**config.mk**
```make
export PLATFORM = sky130hd
export DESIGN_NAME = fetch_prefetch_flat
export DESIGN_NICKNAME = d
export VERILOG_FILES = /design/src/rtl/fetch_prefetch_pkg.sv /design/src/rtl/fetch_prefetch_if.sv /design/src/rtl/fetch_prefetch_fifo.sv /design/src/rtl/fetch_prefetch.sv /design/src/flat_wrapper.sv
export SDC_FILE = /design/constraint.sdc
export NUM_CORES = 1
export LEC_CHECK = 0
export ABC_AREA = 1
export CAP_MARGIN = 20
export CORE_UTILIZATION = 50
export DETAILED_ROUTE_END_ITERATION = 8
export DONT_BUFFER_PORTS = 1
export HOLD_SLACK_MARGIN = 0.05
export PLACE_DENSITY = 0.7
export SYNTH_ARGS = -nofsm -noshare
export SYNTH_HDL_FRONTEND = slang
export SYNTH_SLANG_ARGS = --single-unit
```
**constraint.sdc**
```tcl
create_clock -name clk -period 5.41 [get_ports clk]
set_input_delay 0 -clock clk [delete_from_list [all_inputs] [get_ports clk]]
set_output_delay 0 -clock clk [all_outputs]
set_load 0.01 [all_outputs]
```
**src/rtl/fetch_prefetch_pkg.sv**
```systemverilog
// ---------------------------------------------------------------------------
// fetch_pkg
//   Shared constants and types for the instruction-fetch / prefetch stage.
//   ILEN          : instruction word width.
//   XLEN_DEFAULT  : PC width used by the package-level entry type.
//   INST_NOP      : canonical no-op encoding (addi x0, x0, 0).
//   fetch_entry_t : one prefetch-queue entry, instruction word plus its PC.
// ---------------------------------------------------------------------------
package fetch_pkg;

  localparam int ILEN         = 32;
  localparam int XLEN_DEFAULT = 32;

  localparam logic [ILEN-1:0] INST_NOP = 32'h0000_0013;

  typedef struct packed {
    logic [ILEN-1:0]         inst;
    logic [XLEN_DEFAULT-1:0] pc;
  } fetch_entry_t;

  // Width of a counter that must hold the values 0..depth inclusive.
  function automatic int unsigned count_width(input int unsigned depth);
    return $clog2(depth + 1);
  endfunction

endpackage

```
**src/rtl/fetch_prefetch_if.sv**
```systemverilog
// ---------------------------------------------------------------------------
// fetch_prefetch_if
//   Instruction-memory bus between the fetch stage and memory.
//   Request channel : mem_req_valid / mem_req_ready / mem_req_addr.
//   Response channel: mem_rsp_valid / mem_rsp_data, in request order,
//                     no backpressure.
//   master : fetch side.   slave : memory side.
// ---------------------------------------------------------------------------
interface fetch_prefetch_if
  import fetch_pkg::*;
#(
  parameter int XLEN = 32
) ();

  logic            mem_req_valid;
  logic            mem_req_ready;
  logic [XLEN-1:0] mem_req_addr;
  logic            mem_rsp_valid;
  logic [ILEN-1:0] mem_rsp_data;

  modport master (
    output mem_req_valid,
    output mem_req_addr,
    input  mem_req_ready,
    input  mem_rsp_valid,
    input  mem_rsp_data
  );

  modport slave (
    input  mem_req_valid,
    input  mem_req_addr,
    output mem_req_ready,
    output mem_rsp_valid,
    output mem_rsp_data
  );

endinterface

```
**src/rtl/fetch_prefetch_fifo.sv**
```systemverilog
// ---------------------------------------------------------------------------
// fetch_fifo
//   Synchronous DEPTH-entry FIFO with flush. Head is read combinationally
//   from storage; a push into an empty FIFO becomes visible next cycle.
//   clk, resetn   : clock, asynchronous active-low reset.
//   flush_i       : drop all entries (wins over push/pop).
//   push_i        : write push_data_i (ignored when full).
//   pop_i         : retire the head (ignored when empty).
//   head_data_o   : current head entry.
//   count_o       : number of valid entries (0..DEPTH).
//   full_o/empty_o: occupancy flags.
// ---------------------------------------------------------------------------
module fetch_fifo #(
  parameter int WIDTH = 64,
  parameter int DEPTH = 4
) (
  input  logic                     clk,
  input  logic                     resetn,
  input  logic                     flush_i,
  input  logic                     push_i,
  input  logic [WIDTH-1:0]         push_data_i,
  input  logic                     pop_i,
  output logic [WIDTH-1:0]         head_data_o,
  output logic [$clog2(DEPTH):0]   count_o,
  output logic                     full_o,
  output logic                     empty_o
);

  localparam int AW = $clog2(DEPTH);

  logic [WIDTH-1:0] mem_q [DEPTH];
  logic [AW:0]      wr_ptr_q, rd_ptr_q;
  logic             do_push, do_pop;

  // Pointers carry one extra wrap bit: equal pointers mean empty, equal
  // index with opposite wrap bit means full.
  assign empty_o = (wr_ptr_q == rd_ptr_q);
  assign full_o  = (wr_ptr_q[AW] != rd_ptr_q[AW]) &&
                   (wr_ptr_q[AW-1:0] == rd_ptr_q[AW-1:0]);
  assign count_o = wr_ptr_q - rd_ptr_q;

  assign do_push = push_i && !full_o;
  assign do_pop  = pop_i && !empty_o;

  assign head_data_o = mem_q[rd_ptr_q[AW-1:0]];

  // NOTE: sequential state is updated with non-blocking assignments so every
  // flop samples pre-edge values regardless of block ordering.
  always_ff @(posedge clk or negedge resetn) begin
    if (!resetn) begin
      wr_ptr_q <= '0;
      rd_ptr_q <= '0;
    end else if (flush_i) begin
      wr_ptr_q <= '0;
      rd_ptr_q <= '0;
    end else begin
      if (do_push) wr_ptr_q <= wr_ptr_q + 1'b1;
      if (do_pop)  rd_ptr_q <= rd_ptr_q + 1'b1;
    end
  end

  // NOTE: storage has no reset; validity is tracked by the pointers alone,
  // which keeps the array a plain RAM without a reset fan-out.
  always_ff @(posedge clk) begin
    if (do_push) mem_q[wr_ptr_q[AW-1:0]] <= push_data_i;
  end

  // The caller's credit scheme must never push into a full queue.
  a_no_push_when_full: assert property (
    @(posedge clk) disable iff (!resetn) !(push_i && full_o)
  );

endmodule

```
**src/rtl/fetch_prefetch.sv**
```systemverilog
// ---------------------------------------------------------------------------
// fetch_prefetch
//   Instruction-fetch stage with an in-order prefetch queue. Issues
//   sequential word fetches while (outstanding + queued) < DEPTH, buffers
//   responses with their PCs and hands them to decode. A redirect flushes
//   the queue and discards every response still in flight.
//   clk, resetn    : clock, asynchronous active-low reset.
//   mem            : instruction-memory bus (master side).
//   redirect_valid : one-cycle redirect pulse, redirect_pc its target.
//   inst_valid/inst_ready : decode handshake.
//   inst, inst_pc, inst_pc_next : head word, its PC and PC+4 (zero when
//                    inst_valid is low).
// ---------------------------------------------------------------------------
module fetch_prefetch
  import fetch_pkg::*;
#(
  parameter int              XLEN     = 32,
  parameter int              DEPTH    = 4,
  parameter logic [XLEN-1:0] RESET_PC = '0
) (
  input  logic             clk,
  input  logic             resetn,
  fetch_prefetch_if.master mem,
  input  logic             redirect_valid,
  input  logic [XLEN-1:0]  redirect_pc,
  output logic             inst_valid,
  input  logic             inst_ready,
  output logic [ILEN-1:0]  inst,
  output logic [XLEN-1:0]  inst_pc,
  output logic [XLEN-1:0]  inst_pc_next
);

  localparam int CW = count_width(DEPTH);

  typedef struct packed {
    logic [ILEN-1:0] inst;
    logic [XLEN-1:0] pc;
  } entry_t;

  logic [XLEN-1:0] fetch_pc_q, fetch_pc_d;
  // PC of the next response that will actually be kept.
  logic [XLEN-1:0] rsp_pc_q, rsp_pc_d;
  logic [CW-1:0]   outstanding_q, outstanding_d;
  logic [CW-1:0]   drop_q, drop_d;
  // Holds requests off for the first cycle after reset release.
  logic            started_q;

  logic                 fifo_empty, fifo_full_unused;
  logic [$clog2(DEPTH):0] fifo_count;
  entry_t               head, push_entry;
  logic [CW:0]          in_use;
  logic                 req_valid, accept, push, pop;
  logic [XLEN-1:0]      target_pc;

  // Credit check uses registered state only, so mem_req_valid has no
  // combinational path from any input.
  assign in_use    = (CW+1)'(outstanding_q) + (CW+1)'(fifo_count);
  assign req_valid = started_q && (in_use < (CW+1)'(DEPTH)) && (drop_q == '0);

  assign mem.mem_req_valid = req_valid;
  assign mem.mem_req_addr  = fetch_pc_q;

  assign accept = req_valid && mem.mem_req_ready;
  // A response arriving with a redirect belongs to the old path: never kept.
  assign push   = mem.mem_rsp_valid && (drop_q == '0) && !redirect_valid;
  assign pop    = inst_valid && inst_ready;

  assign target_pc  = redirect_pc & ~XLEN'(3);
  assign push_entry = '{inst: mem.mem_rsp_data, pc: rsp_pc_q};

  // NOTE: every combinational output gets a default before any branch, so
  // no path leaves a value unassigned and no latch is inferred.
  always_comb begin
    outstanding_d = outstanding_q;
    drop_d        = drop_q;
    fetch_pc_d    = fetch_pc_q;
    rsp_pc_d      = rsp_pc_q;

    if (accept && !mem.mem_rsp_valid)      outstanding_d = outstanding_q + CW'(1);
    else if (!accept && mem.mem_rsp_valid) outstanding_d = outstanding_q - CW'(1);

    if (accept)                                 fetch_pc_d = fetch_pc_q + XLEN'(4);
    if (mem.mem_rsp_valid && (drop_q != '0))    drop_d     = drop_q - CW'(1);
    if (push)                                   rsp_pc_d   = rsp_pc_q + XLEN'(4);

    // Redirect overrides: everything still in flight after this cycle,
    // including a request accepted right now, is stale.
    if (redirect_valid) begin
      fetch_pc_d = target_pc;
      rsp_pc_d   = target_pc;
      drop_d     = outstanding_d;
    end
  end

  always_ff @(posedge clk or negedge resetn) begin
    if (!resetn) begin
      fetch_pc_q    <= RESET_PC;
      rsp_pc_q      <= RESET_PC;
      outstanding_q <= '0;
      drop_q        <= '0;
      started_q     <= 1'b0;
    end else begin
      fetch_pc_q    <= fetch_pc_d;
      rsp_pc_q      <= rsp_pc_d;
      outstanding_q <= outstanding_d;
      drop_q        <= drop_d;
      started_q     <= 1'b1;
    end
  end

  fetch_fifo #(
    .WIDTH ($bits(entry_t)),
    .DEPTH (DEPTH)
  ) u_fifo (
    .clk         (clk),
    .resetn      (resetn),
    .flush_i     (redirect_valid),
    .push_i      (push),
    .push_data_i (push_entry),
    .pop_i       (pop),
    .head_data_o (head),
    .count_o     (fifo_count),
    .full_o      (fifo_full_unused),
    .empty_o     (fifo_empty)
  );

  // Empty follows the asynchronously reset pointers, so the gated outputs
  // drop to zero the moment reset asserts.
  assign inst_valid   = !fifo_empty;
  assign inst         = inst_valid ? head.inst : '0;
  assign inst_pc      = inst_valid ? head.pc : '0;
  assign inst_pc_next = inst_valid ? (head.pc + XLEN'(4)) : '0;

endmodule

```
**src/flat_wrapper.sv**
```systemverilog
// flat-port wrapper written by rule: the top's interface ports become plain ports
module fetch_prefetch_flat import fetch_pkg::*;
#(
  parameter int              XLEN     = 32,
  parameter int              DEPTH    = 4,
  parameter logic [XLEN-1:0] RESET_PC = '0
)
  (clk, resetn, redirect_valid, redirect_pc, inst_valid, inst_ready, inst, inst_pc, inst_pc_next, mem_mem_req_valid, mem_mem_req_addr, mem_mem_req_ready, mem_mem_rsp_valid, mem_mem_rsp_data);
  fetch_prefetch_if #(.XLEN(XLEN)) mem_i ();
  input  logic clk;
  input  logic resetn;
  input  logic redirect_valid;
  input  logic [XLEN-1:0] redirect_pc;
  output logic inst_valid;
  input  logic inst_ready;
  output logic [ILEN-1:0] inst;
  output logic [XLEN-1:0] inst_pc;
  output logic [XLEN-1:0] inst_pc_next;
  output wire logic [$bits(mem_i.mem_req_valid)-1:0] mem_mem_req_valid;
  output wire logic [$bits(mem_i.mem_req_addr)-1:0] mem_mem_req_addr;
  input wire logic [$bits(mem_i.mem_req_ready)-1:0] mem_mem_req_ready;
  input wire logic [$bits(mem_i.mem_rsp_valid)-1:0] mem_mem_rsp_valid;
  input wire logic [$bits(mem_i.mem_rsp_data)-1:0] mem_mem_rsp_data;
  assign mem_mem_req_valid = mem_i.mem_req_valid;
  assign mem_mem_req_addr = mem_i.mem_req_addr;
  assign mem_i.mem_req_ready = mem_mem_req_ready;
  assign mem_i.mem_rsp_valid = mem_mem_rsp_valid;
  assign mem_i.mem_rsp_data = mem_mem_rsp_data;
  fetch_prefetch #(.XLEN(XLEN), .DEPTH(DEPTH), .RESET_PC(RESET_PC)) u_core (.clk(clk), .resetn(resetn), .mem(mem_i), .redirect_valid(redirect_valid), .redirect_pc(redirect_pc), .inst_valid(inst_valid), .inst_ready(inst_ready), .inst(inst), .inst_pc(inst_pc), .inst_pc_next(inst_pc_next));
endmodule
```
# --- Yosys cells after proc, flatten, opt, wreduce, memory -nomap -nowiden ---
# Memories as Yosys holds them, arrays and structs flattened.
# Index checks and enable logic that the tools add are counted.
op_classes:
  muxes: 17
  add_sub_neg: 10
  n_reduce_logical: 24
  magnitude_cmp: 1
  n_eq_ne: 3
op_table:
  columns: ["op", "n"]
  rows:
  - ["$mux W32", 7]
  - ["$add A32 B3 Y32 const B", 3]
  - ["$mux W3", 8]
  - ["$logic_and A1 B1 Y1", 12]
  - ["$reduce_bool A2 Y1", 5]
  - ["$add A3 B1 Y3 const B", 3]
  - ["$sub A3 B1 Y3 const B", 2]
  - ["$logic_not A1 Y1", 5]
  - ["$add A3 B3 Y4", 1]
  - ["$lt A4 B3 Y1 const B", 1]
  - ["$eq A3 B3 Y1", 1]
  - ["$logic_not A3 Y1", 1]
  - ["$reduce_bool A3 Y1", 1]
  - ["$sub A3 B3 Y3", 1]
  - ["$eq A2 B2 Y1", 1]
  - ["$mux W1", 2]
  - ["$ne A1 B1 Y1", 1]
totals:
  output_inout_bits: 130
  memories: 1
  wordCells: 63
  mem_bits_rw: 256
  reg_bits: 77
mem_list:
  columns: ["memory", "depth", "word_bits", "read_ports", "rd_clocked_by_memory_dff", "write_ports", "line_no", "text"]
  rows:
  - ["u_core.u_fifo.mem_q", 4, 64, 1, 0, 1, "fetch_prefetch_fifo.sv:31", "logic [WIDTH-1:0] mem_q [DEPTH];"]

# --- Logic depth before layout (Yosys ltp) ---
# Gate-level depths: netlist (run 1).
depth:
  depth_word: 11
  ltp_mapped: 18
  depth_no_buf: 17

# --- Modules after synthesis ---
# A second synthesis (run 1) with hierarchy kept.
hier_totals:
  cells_unflattened: 1654
  hier_area_um2: 15969.1
by_module_without_submodules:
  columns: ["module", "seq_area_each_um2", "cells_per_inst", "area_each_um2", "instances"]
  rows:
  - ["fetch_fifo", 7837.5, 690, 10002.1, 1]
  - ["fetch_prefetch", 1676.6, 964, 5967.0, 1]

# --- Worst setup path after synthesis (run 1) ---
# Ideal clock, no wire load.
synth_timing:
  path_type: "register to register"
  startpoint: "register u_core.u_fifo.rd_ptr_q[1]"
  endpoint: "register u_core.u_fifo.wr_ptr_q[2]"
  slack_ps: 466
  setup_time_ps: 96
  period_less_slack_ps: 4944
  stages_incl_launch_ff: 11
  arrival_ps: 4849
  cell_sequence: "dfrtp_1 -> inv_2 -> clkbuf_1 -> buf_1 -> buf_2 -> ha_1 -> nand4_1 -> nand2_1 -> nor2_1 -> o21ai_0 -> a21oi_1"
synth_via:
  elab_chain_len: 5
synth_lines:
  columns: ["item", "line_no", "text"]
  rows:
  - ["from (decl)", "fetch_prefetch_fifo.sv:32", "logic [AW:0] wr_ptr_q, rd_ptr_q;"]
  - ["from (signal assigned)", "fetch_prefetch_fifo.sv:58", "if (do_pop) rd_ptr_q <= rd_ptr_q + 1'b1;"]
  - ["$eq A2 B2 Y1", "fetch_prefetch_fifo.sv:39", "(wr_ptr_q[AW-1:0] == rd_ptr_q[AW-1:0]);"]
  - ["$logic_and A1 B1 Y1", "fetch_prefetch_fifo.sv:38", "assign full_o = (wr_ptr_q[AW] != rd_ptr_q[AW]) &&"]
  - ["$logic_not A1 Y1", "fetch_prefetch_fifo.sv:42", "assign do_push = push_i && !full_o;"]
  - ["$logic_and A1 B1 Y1", "fetch_prefetch_fifo.sv:42", null]
  - ["$reduce_bool A2 Y1 (no line)", null, null]
  - ["to (signal assigned)", "fetch_prefetch_fifo.sv:57", "if (do_push) wr_ptr_q <= wr_ptr_q + 1'b1;"]
  - ["to (decl)", "fetch_prefetch_fifo.sv:32", null]
# No other way between the ends.
# A chain may end at the register's enable or synchronous reset.

# --- Worst setup path after layout (run 1) ---
layout_timing:
  startpoint: "register u_core.u_fifo.rd_ptr_q[0]"
  endpoint: "register u_core.drop_q[2]"
layout_via:
  elab_chain_len: 11
  word_cells_on_any_way: 12
  classes_between: "2 x add/sub; 1 x order compare; 3 x mux; 6 x reduce/logical"
layout_lines:
  columns: ["item", "line_no", "text"]
  rows:
  - ["$sub A3 B3 Y3 *", "fetch_prefetch_fifo.sv:40", "assign count_o = wr_ptr_q - rd_ptr_q;"]
  - ["$add A3 B3 Y4 *", "fetch_prefetch.sv:57", "assign in_use = (CW+1)'(outstanding_q) + (CW+1)'(fifo_count);"]
  - ["$lt A4 B3 Y1 *", "fetch_prefetch.sv:58", "assign req_valid = started_q && (in_use < (CW+1)'(DEPTH)) && (drop_q == '0);"]
  - ["$logic_and A1 B1 Y1 * (2 in series)", "fetch_prefetch.sv:58", null]
  - ["via mem_mem_req_valid", "flat_wrapper.sv:19", "output wire logic [$bits(mem_i.mem_req_valid)-1:0] mem_mem_req_valid;"]
  - ["$logic_and A1 B1 Y1 *", "fetch_prefetch.sv:63", "assign accept = req_valid && mem.mem_req_ready;"]
  - ["$logic_not A1 Y1", "fetch_prefetch.sv:80", "else if (!accept && mem.mem_rsp_valid) outstanding_d = outstanding_q - CW'(1);"]
  - ["$logic_and A1 B1 Y1", "fetch_prefetch.sv:80", null]
  - ["$mux W3", "fetch_prefetch.sv:80", null]
  - ["$mux W3 *", "fetch_prefetch.sv:79", "if (accept && !mem.mem_rsp_valid) outstanding_d = outstanding_q + CW'(1);"]
  - ["$mux W3 *", "fetch_prefetch.sv:88", "if (redirect_valid) begin"]
  - ["to (signal assigned)", "fetch_prefetch.sv:106", "drop_q <= drop_d;"]
  - ["to (decl)", "fetch_prefetch.sv:44", "logic [CW-1:0] drop_q, drop_d;"]
# The timed path passes the listed nets; every way through them passes the cells marked *.

==> results of run 1 <==
[path summary, 6_finish.rpt]
kind                                                start                          end
worst max-delay path            u_core.u_fifo.rd_ptr_q[0]             u_core.drop_q[2]
worst min-delay path                               resetn          u_core.rsp_pc_q[14]
worst max register to register  u_core.u_fifo.rd_ptr_q[0]             u_core.drop_q[2]
worst min register to register  u_core.u_fifo.wr_ptr_q[2]    u_core.u_fifo.wr_ptr_q[2]
max in group asynchronous                          resetn    u_core.u_fifo.rd_ptr_q[0]
min in group clk                        mem_mem_req_ready  u_core.mem.mem_req_addr[18]
[Yosys cell counts, types with 2 or more instances]
| cell | n |
|---|---|
| nor3_1 | 27 |
| buf_1 | 10 |
| conb_1 | 2 |
| clkbuf_1 | 32 |
| buf_4 | 12 |
| a21oi_1 | 54 |
| nand3b_1 | 2 |
| nand3_1 | 134 |
| buf_2 | 20 |
| nor4_1 | 4 |
| inv_1 | 144 |
| o21bai_1 | 2 |
| o21ai_0 | 99 |
| o211ai_1 | 15 |
| a31oi_1 | 3 |
| or2_2 | 4 |
| o221ai_1 | 8 |
| ha_1 | 16 |
| nor2_2 | 6 |
| inv_2 | 3 |
| nand4_1 | 19 |
| xnor2_1 | 11 |
| buf_6 | 4 |
| a22oi_1 | 3 |
| o31ai_1 | 2 |
| xor2_1 | 33 |
| edfxtp_1 | 248 |
| nand2_1 | 566 |
| dfrtp_1 | 73 |
| nor2_1 | 314 |
[flip-flops by register name, indices dropped and copies added, names as in the netlist]
signal and cells:
u_core.outstanding_q 3, u_core.mem.mem_req_addr 30, u_core.drop_q 3, u_core.u_fifo.mem_q 248
u_core.u_fifo.rd_ptr_q 3, u_core.rsp_pc_q 30, u_core.started_q 1, u_core.u_fifo.wr_ptr_q 3
[critical path, stage by stage (launching register included)]
cell and delay (ns):
dfrtp_4 0.92, ha_1 0.28, inv_1 0.05, fa_1 0.37, xor2_1 0.17, ha_1 0.27, inv_1 0.05, nand2_1 0.04
nor2_1 0.11, inv_1 0.06, nor2_1 0.33, nand4_1 0.12, dlygate4sd3_1 0.61, nand3_1 0.08, dlygate4sd3_1 0.57, nand3_1 0.07
dlygate4sd3_1 0.56, nand3b_1 0.08, nand2_1 0.05
[per-layer routing]
layer  share of wire  track usage  vias up
met5               0            0        -
met3           0.069       0.0373       62
met4           0.019       0.0639        0
li1                -            -     6295
met1            0.44        0.347     6102
met2            0.47        0.415      476
[power breakdown]
group	leakage (nW)	internal (mW)	total, mW	switching [mW]
logic	3.77	0.813	3.15	2.34
clock network	0.568	1.42	2.38	0.958
registers	3.12	2.86	3.14	0.284
[final cells by class]
cell class / count / area (µm²) / share of cell area
clock buffer: 41 / 918 / 0.0498
clock inverter: 20 / 228 / 0.0124
inverter: 148 / 557 / 0.0302
multi-input combinational: 1336 / 6060 / 0.328
sequential: 321 / 9280 / 0.503
tap: 402 / 503 / 0.0273
timing repair buffer: 90 / 896 / 0.0486
[placed cells by master, fill, tap and decap left out, types with 27 or more instances in the layout]
cell type / synthesis / routed
nand3_1: 134 / 134
nand2_1: 566 / 566
xor2_1: 33 / 33
inv_1: 144 / 143
a21oi_1: 54 / 54
dlygate4sd3_1: 0 / 75
nor3_1: 27 / 27
clkbuf_16: 0 / 35
o21ai_0: 99 / 99
dfrtp_1: 73 / 71
edfxtp_1: 248 / 248
nor2_1: 314 / 310
[kinds of logic after synthesis]
group | Yosys count | synth area share
and+or+nand+nor | 1079 | 0.268
DFF | 321 | 0.571
buffers and inverters | 226 | 0.0584
AOI/OAI and AO/OA | 189 | 0.0641
xor gates and xnor gates | 44 | 0.0237
adders and majority gates | 17 | 0.0136
other | 2 | 0.000463
[repair_timing]
item / in CTS / in global routing
setup endpoints to repair: 0 / 0
hold buffers: 77 / 0
endpoints found under the hold margin: 273 / 0
[stage by stage]
| stage | hold WS [ns] | instances | setup slack [ns] | instance area [µm²] |
|---|---|---|---|---|
| CTS | 0.0805 | 2358 | 0.506 | 18400 |
| floorplan | -0.296 | 1883 | 0.466 | 16200 |
| finish | 0.109 | 2358 | 0.450 | 18400 |
| detailed placement | -0.294 | 2220 | 1.25 | 16500 |
| global placement | -0.293 | 2220 | 1.33 | 16500 |
| global route | 0.112 | 2358 | 0.146 | 18400 |
==> results.md, run 1 <==
* Pwr dens at 470 mW/mm²
* DRC Markers at 0
* First-pass DRT Iterations at 6
* # nets final at 2,019
* Synth warnings at 0
* Fillers at 2,671
* Worst setup SP type: register
* Post-CTS Setup Inserts at 0
* Iteration-0 DRC Markers at 966
* CP max FO at 71
* RSZ-0062 raised after global routing: false
* Leading area contributor after synthesis: edfxtp_1
* Slew headroom at 0.336
* Via count at 12,935
* WL/cell at 17.6 µm
* Max Root-Sink Buffers at 3
* Worst setup EP type: register
* Seq/Total Area, Yosys at 0.571
* Register-to-Register Path Depth at 18
* Total global routing overflow at 0
* Row cnt at 65
* Fraction of registers with async set/reset at 0.227
* Run status: complete, no violations
* CTS buffer count at 35
* Worst IR drop on VDD at 0.438 mV
* First-pass GRT wire length at 65.4 mm
* Clk Latency, worst-skew pair at 0.52 ns
* H-tree Lvls at 2
* Synth unique cells at 38
* Final period util at 0.917
* Largest net degree at the start of global routing at 74
* Max Cap Violations at 0
* Initial Util at 0.512
* Final Util at 0.581
* Layout cell share with drive strength beyond 1 at 0.0460
* DRT antenna net count at 0
* Synth-to-layout area growth at 13.6%
* # setup viols final at 0
* Synth top area cells: edfxtp_1 (46%), nand2_1 (13%), dfrtp_1 (11%)
* Power, Total at 8.67 mW
* Clock tree sinks at 321
* Yosys top cell area share at 0.459
* IO buf count at 0
* Worst min-delay path class: in -> async
* CTS resizes at 0
* Root buffer cell: clkbuf_16
* Mapped Cells at 1,878
* Worst-path clk slew at 0.06 ns
* DP HPWL at 27.3 mm
* Fmax at 0.202 GHz
* Max Slew Vio Count at 0
* Width of the die at 182 µm
* R2r setup slk at 0.45 ns
* Vias per cell at 5.49
* Routed Wire Length at 41.6 mm
* Layout Skew at 0.0166 ns
* Die area at 0.0332 mm²
* Post-synth EDFFs at 248
* Hold Fails Final Rpt at 0
* GRT Total Usage at 0.251
* Worst-margin pin slew at 0.996 ns
* CP arrival at 5.37 ns
* Core ar. at 0.0317 mm²
* Vias in the first global route at 12,220
* Floorplan die height at 182 µm
* ANT cells at 0
* Worst EP required at 5.82 ns
* Avg Inst Size Synth at 8.64 µm²
* Yosys reg bits at 321
* Main flop type after synthesis: edfxtp_1
* Mapped cell area at 0.0162 mm²
* Total I/O pin count at 200
* Fin crit period at 4.96 ns
* Crit Path Class: reg -> reg
* Initial antenna violation count at 0
* CTS tree: built
* Sum Neg Setup Slack at 0 ns
* Leakage at 7.47 nW
* RD Place Congestion at 0.907
(Power assumes the default switching activity.)
==> run 2, diff against run 1 <==
- ABC_CLOCK_PERIOD_IN_PS: not set -> 4800
- CELL_PAD_IN_SITES_DETAIL_PLACEMENT: not set -> 0
- CELL_PAD_IN_SITES_GLOBAL_PLACEMENT: not set -> 2
- CORE_UTILIZATION: 50 -> 39
- PLACE_DENSITY: 0.7 -> 0.85
- clock period: 5.41 -> 4.8 ns (I/O delays scaled with it)
==> results.md, run 2 (synthesized netlist as in run 1, its figures left out) <==
* Run status: complete, no violations
* Power, Total at 9.96 mW (+15%)
* Final WS setup at 0.849 ns (+0.400 ns)
* Slew headroom at 0.391 (+0.0551)
* Sw Pwr at 4.14 mW (+16%)
* Sw Share at 0.416 (+0.00255)
* Leakage at 7.54 nW (+1.0%)
* # nets final at 2,029 (+0.50%)
* Total global routing overflow at 0 (unchanged)
* H-tree Lvls at 2 (unchanged)
* Critical path origin: u_core.u_fifo.wr_ptr_q[0]
* Fmax at 0.253 GHz (+26%)
* Root buffer cell: clkbuf_16
* Max Cap Violations at 0 (unchanged)
* GRT Total Usage at 0.212 (-0.0386)
* DRT antenna net count at 0 (unchanged)
* Largest register FFs at 248 (unchanged)
* Iteration-0 DRC Markers at 756 (-22%)
* Width of the die at 206 µm (+13%)
* Synth-to-layout area growth at 15.7%
* Fin crit period at 3.95 ns (-1.01 ns)
* Floorplan die height at 206 µm (+13%)
* Clock tree sinks at 321 (unchanged)
* WL/cell at 17.9 µm (+1.4%)
* Worst-path clk slew at 0.06 ns (about the same)
* Vias per cell at 5.08 (-7.5%)
* Via count at 12,707 (-1.8%)
* DRC Markers at 0 (unchanged)
* Largest net degree at the start of global routing at 84 (+14%)
* Crit Path Class: reg -> reg
* Max Root-Sink Buffers at 3 (unchanged)
* Worst min-delay path class: in -> async
* Core ar. at 0.0409 mm² (+29%)
* CP max FO at 5 (-93%)
* Max Slew Vio Count at 0 (unchanged)
* Total I/O pin count at 200 (unchanged)
* IO buf count at 0 (unchanged)
* Worst-margin pin slew at 0.913 ns (-0.0827 ns)
* Comb power frac at 0.371 (+0.007)
* Worst setup EP type: register
* Worst IR drop on VDD at 0.305 mV (-30%)
* CTS resizes at 0 (unchanged)
* Final period util at 0.823 (-0.0938)
* Fillers at 3,989 (+49%)
* Clock power share at 0.280 (+0.006)
* # setup viols final at 0 (unchanged)
* RSZ-0062 raised after global routing: false
* Most frequent cells in the layout: nand2_1 (566), nor2_1 (310), edfxtp_1 (248), inv_1 (143), nand3_1 (134)
* Layout Skew at 0.0165 ns (-0.0000839 ns)
* Layout cell share with drive strength beyond 1 at 0.0512 (+0.00523)
* Pre-CTS setup slack at 1.07 ns (-0.181 ns)
* CTS buffer count at 37 (+5.7%)
* FF+latch area at 0.00928 mm² (unchanged)
* Clk Latency, worst-skew pair at 0.55 ns (+0.03 ns)
* Initial antenna violation count at 0 (unchanged)
* Sequential power share at 0.348 (-0.014)
* RD Place Congestion at 0.907 (about the same)
* First-pass GRT wire length at 68.3 mm (+4.5%)
* P_int at 5.81 mW (+14%)
* First-pass DRT Iterations at 5 (-1)
* R2r startpoint: u_core.u_fifo.wr_ptr_q[0]
* CP arrival at 4.38 ns (-0.99 ns)
* Routed Wire Length at 44.8 mm (+7.7%)
* Pwr dens at 530 mW/mm² (+13%)
* DP HPWL at 30.3 mm (+11%)
* Post-CTS Setup Inserts at 0 (unchanged)
* CTS tree: built
* Vias in the first global route at 12,025 (-1.6%)
* ANT cells at 0 (unchanged)
* Commonest non-fill, non-tap cell in the layout: nand2_1
* Row cnt at 74 (+14%)
* Multi-input logic area at 0.00606 mm² (unchanged)
* CTS Hold Bufs at 76 (-1.3%)
* Hold Fails Final Rpt at 0 (unchanged)
* Worst setup SP type: register
* Worst EP required at 5.23 ns (-0.59 ns)
* Die area at 0.0424 mm² (+28%)
* Initial Util at 0.397 (-0.115)
==> run 2: worst paths after layout <==
kind	to	slack (ns)	depth (start not counted)
min reg2reg	u_core.u_fifo.wr_ptr_q[2]	0.49	1
max in group asynchronous	u_core.u_fifo.rd_ptr_q[0]	4.32	3
min in group clk	u_core.mem.mem_req_addr[18]	0.07	2
max reg2reg	u_core.drop_q[1]	0.85	18
min	u_core.mem.mem_req_addr[13]	0.07	3
max	u_core.drop_q[1]	0.85	18
==> run 2: layout make-up <==
| type | count | share of cell area |
|---|---|---|
| Multi-Input combinational cell | 1336 | 0.323 |
| Inverter | 148 | 0.0297 |
| Sequential cell | 321 | 0.494 |
| Clock buffer | 45 | 0.0509 |
| Tap cell | 532 | 0.0355 |
| Timing Repair Buffer | 98 | 0.0531 |
| Clock inverter | 23 | 0.0139 |
==> run 2: power by group through the flow <==
stage | clock network [mW] | registers (mW) | logic (mW)
4_1_cts | 2.87 | 3.46 | 3.73
6_report | 2.79 | 3.46 | 3.70
3_5_place_dp | 0 | 3.52 | 3.62
2_1_floorplan | 0 | 3.43 | 2.73
5_1_grt | 2.97 | 3.49 | 4.18
3_3_place_gp | 0 | 3.51 | 3.57
==> run 2: per-layer routing <==
metal | track usage | part of all wire | vias up
met2 | 0.342 | 0.46 | 368
met3 | 0.0380 | 0.064 | 49
li1 | - | - | 6301
met4 | 0.0638 | 0.019 | 0
met5 | 0 | 0 | -
met1 | 0.290 | 0.45 | 5989
==> run 2: worst max-delay path, cell delays in order (launching register included) <==
cell           delay [ns]
dfrtp_1              0.42
inv_1                0.12
ha_1                 0.16
inv_1                0.05
fa_1                 0.37
xor2_1               0.18
ha_1                 0.27
inv_1                0.05
nand2_1              0.04
nor2_1               0.11
inv_1                0.05
nor2_1               0.37
nand3_1              0.17
nand2_1              0.13
o21ai_0              0.11
nand2_1              0.07
dlygate4sd3_1        0.55
nand3_1              0.07
dlygate4sd3_1        0.55
==> run 2: per-stage QoR <==
step / cells / cell area [µm²] / TNS [ns] / hold WS (ns) / utilization
6_report: 2503 / 18800 / 0 / 0.0674 / 0.459
5_1_grt: 2503 / 18800 / 0 / 0.0931 / 0.459
4_1_cts: 2503 / 18800 / 0 / 0.0601 / 0.459
3_5_place_dp: 2359 / 16700 / 0 / -0.294 / 0.409
3_3_place_gp: 2359 / 16700 / 0 / -0.294 / 0.409
2_1_floorplan: 1883 / 16300 / -13.87 / -0.296 / -
==> run 3, diff against run 2 <==
- ABC_AREA: 1 -> 0
- ABC_CLOCK_PERIOD_IN_PS: 4800 -> 3900
- CORE_UTILIZATION: 39 -> 45
- PLACE_DENSITY: 0.85 -> 0.84
- clock period: 4.8 -> 3.9 ns (I/O delays scaled with it)
==> results.md, run 3 <==
* Run status: complete, no violations
* CP max FO at 64 (+59)
* Fmax at 0.277 GHz
* Width of the die at 181 µm (-12%)
* Iteration-0 DRC Markers at 570 (-25%)
* R2r startpoint: u_core.u_fifo.wr_ptr_q[0]
* Leakage at 5.67 nW (-25%)
* DRT antenna net count at 0 (unchanged)
* Hold Fails Final Rpt at 0 (unchanged)
* Seq/Total Area, Yosys at 0.641 (+0.0695)
* Largest net degree at the start of global routing at 65 (-23%)
* Yosys top cell area share at 0.515 (+0.0558)
* Worst-path cell chain: buf_6 > mux4_1 > ha_1 > and4_1 > nand4_1 > or3_2 > a21oi_1
* GRT Total Usage at 0.194 (-0.0185)
* Pre-CTS setup slack at 0.308 ns (-0.766 ns)
* Floorplan die height at 181 µm (-12%)
* Worst setup SP type: register
* Die area at 0.0329 mm² (-23%)
* Hold EP: u_core.mem.mem_req_addr[23]
* Via count at 8,412 (-34%)
* Layout cell share with drive strength beyond 1 at 0.154 (+0.103)
* Largest register FFs at 248 (unchanged)
* Clk Latency, worst-skew pair at 0.52 ns (-0.03 ns)
* Leading area contributor after synthesis: edfxtp_1
* ANT cells at 0 (unchanged)
* Routed Wire Length at 31.6 mm (-30%)
* Fraction of registers with async set/reset at 0.227 (unchanged)
* Crit path buffers/inverters at 1 (-5)
* Slew headroom at 0.329 (-0.0621)
* Max Cap Violations at 0 (unchanged)
* Root buffer cell: clkbuf_16
* # setup viols final at 0 (unchanged)
* Slowest stage delay, CP at 0.52 ns (-0.03 ns)
* WL/cell at 21.3 µm (+19%)
* Max Slew Vio Count at 0 (unchanged)
* Final period util at 0.925
* Register-to-Register Path Depth at 12 (-6)
* CTS tree: built
* Crit Path Class: reg -> out
* Commonest non-fill, non-tap cell in the layout: edfxtp_1
* Layout Cell Area excl Fill at 0.0167 mm² (-11%)
* CP arrival at 3.61 ns (-0.77 ns)
* Yosys reg bits at 321 (unchanged)
* Worst EP required at 3.90 ns (-1.33 ns)
* Count leader, synth: edfxtp_1
* CP max-delay cell: buf_6
* Reg-to-reg endpoint: u_core.mem.mem_req_addr[25]
* R2r setup slk at 0.48 ns (-0.37 ns)
* Vias in the first global route at 8,396 (-30%)
* RD Place Congestion at 0.755 (-17%)
* First-pass DRT Iterations at 5 (unchanged)
* DP HPWL at 19.8 mm (-35%)
* Post-synth top cells: edfxtp_1 (248), dfrtp_1 (73), and2_1 (68), nor2_1 (63), mux4_2 (54)
* IO buf count at 0 (unchanged)
* Final WS setup at 0.294 ns (-0.555 ns)
* Initial antenna violation count at 0 (unchanged)
* Pwr dens at 554 mW/mm² (+4.5%)
* Worst min-delay path class: in -> reg
* Hold Path Cell Cnt at 6
* Avg Inst Size Synth at 14.8 µm² (+71%)
* Worst-margin pin slew at 1.00 ns (+0.0917 ns)
* Synth warnings at 0 (unchanged)
* # nets final at 1,144 (-44%)
* Core ar. at 0.0316 mm² (-23%)
* Mapped Cells at 979 (-48%)
* Power, Total at 9.28 mW (-6.8%)
* Final hold slack at 0.0825 ns (+0.0151 ns)
* Synth top area cells: edfxtp_1 (51%), dfrtp_1 (13%), mux4_2 (8.4%)
* Clock tree sinks at 321 (unchanged)
* CTS buffer count at 35 (-5.4%)
* Placed inst area at 0.0149 mm² (-11%)
* Worst IR drop on VDD at 0.293 mV (-4.0%)
* H-tree Lvls at 2 (unchanged)
* Worst setup EP type: output port
* Fillers at 2,616 (-34%)
* RSZ-0062 raised after global routing: false
* Levels on crit path at 7 (-11)
* Vias per cell at 5.67 (+12%)
* Multi-input logic area at 0.00485 mm² (-20%)
* Post-synth EDFFs at 248 (unchanged)
* Total global routing overflow at 0 (unchanged)
* Sum Neg Setup Slack at 0 ns (unchanged)
* Worst-path clk slew at 0.06 ns (about the same)
* DRC Markers at 0 (unchanged)
* Largest delay contributor family on the critical path: simple AND/OR/NAND/NOR gates
* Main flop type after synthesis: edfxtp_1
* First-pass GRT wire length at 49.0 mm (-28%)
* Mapped cell area at 0.0145 mm² (-11%)
* Hold Crit Start: mem_mem_req_ready
* Synth-to-layout area growth at 15.7% (about the same)
* Total I/O pin count at 200 (unchanged)
* Layout Skew at 0.0283 ns (+0.0118 ns)
* Row cnt at 65 (-12%)
* Initial Util at 0.459 (+0.0620)
* Most frequent cells in the layout: edfxtp_1 (248), dfrtp_1 (71), dlygate4sd3_1 (70), and2_1 (65), nor2_1 (62)
* Max Root-Sink Buffers at 3 (unchanged)
* FF+latch area at 0.00928 mm² (unchanged)
* Synth unique cells at 53 (+39%)
* Fin crit period at 3.61 ns
==> run 3: cell types whose count changed after synthesis, sizes merged, moves of 62 or more <==
cell / delta
and2: +67
inv: -118
mux4: +62
nand2: -523
nand3: -113
nor2: -257
o21ai: -87
==> run 3: report_power, final <==
| group | leakage (nW) | switching [mW] | total, mW | internal, mW |
|---|---|---|---|---|
| clock network | 0.518 | 1.31 | 3.07 | 1.76 |
| registers | 3.07 | 0.187 | 4.08 | 3.89 |
| logic | 2.09 | 1.31 | 2.13 | 0.816 |
==> run 3: metal layers <==
metal,vias up,part of all wire,GRT usage
li1,3874,-,-
met4,0,0.015,0.0458
met2,263,0.46,0.304
met5,-,0,0
met3,40,0.069,0.0389
met1,4235,0.46,0.277
==> run 3: worst reg2reg max path, delay by kind of cell, from the launching register on <==
family        cells  cell delay (ns)
xor+xnor          1             0.19
buf+inv           3             0.39
fa+ha+maj         3             0.79
simple gates      5             1.55
flops             1             0.40
==> run 3: how the worst max path moves through the flow <==
stage / slack [ns] / to / start
6_report: 0.29 / inst_pc_next[20] / u_core.u_fifo.rd_ptr_q[1]
5_1_grt: 0.03 / inst_pc_next[20] / u_core.u_fifo.rd_ptr_q[0]
4_1_cts: 0.17 / inst_pc_next[20] / u_core.u_fifo.rd_ptr_q[0]
3_5_place_dp: 0.31 / u_core.mem.mem_req_addr[25] / u_core.u_fifo.wr_ptr_q[0]
3_3_place_gp: 0.38 / u_core.mem.mem_req_addr[25] / u_core.u_fifo.wr_ptr_q[0]
2_1_floorplan: 0.13 / u_core.mem.mem_req_addr[13] / u_core.u_fifo.rd_ptr_q[1]
==> run 3: through the flow <==
stage,std cells,util
6_report,1484,0.531
5_1_grt,1484,0.531
4_1_cts,1483,0.530
3_5_place_dp,1349,0.473
3_3_place_gp,1349,0.473
2_1_floorplan,984,-
==> run 3: timing repair <==
action                                  in CTS  in global routing
endpoints found under the setup margin       1                  2
gates resized for setup                      2                  0
setup buffers                                0                  1
pin swaps                                    0                  1
hold endpoints to repair                   318                  0
hold buffers                                72                  0
==> run 3: cell families (layout without fill, tap and decap cells) <==
| kind of cell | Yosys count | in the layout | synth area share |
|---|---|---|---|
| flip-flops | 321 | 321 | 0.641 |
| other | 2 | 7 | 0.000519 |
| adder cells (fa/ha/maj) | 19 | 19 | 0.0166 |
| XOR/XNOR | 61 | 61 | 0.0369 |
| AND/OR/NAND/NOR | 322 | 322 | 0.125 |
| buffers and inverters | 86 | 184 | 0.0270 |
| AO/OA/AOI/OAI | 75 | 75 | 0.0310 |
| multiplexers | 93 | 93 | 0.122 |
==> run 3: area by class of cell <==
| class | count | share of cell area |
|---|---|---|
| clock buffers | 43 | 0.0554 |
| flip-flops and latches | 321 | 0.554 |
| clock inverters | 19 | 0.00784 |
| inverters | 29 | 0.00650 |
| multi-input cells | 577 | 0.289 |
| repair buffers | 93 | 0.0568 |
| well taps | 402 | 0.0300 |
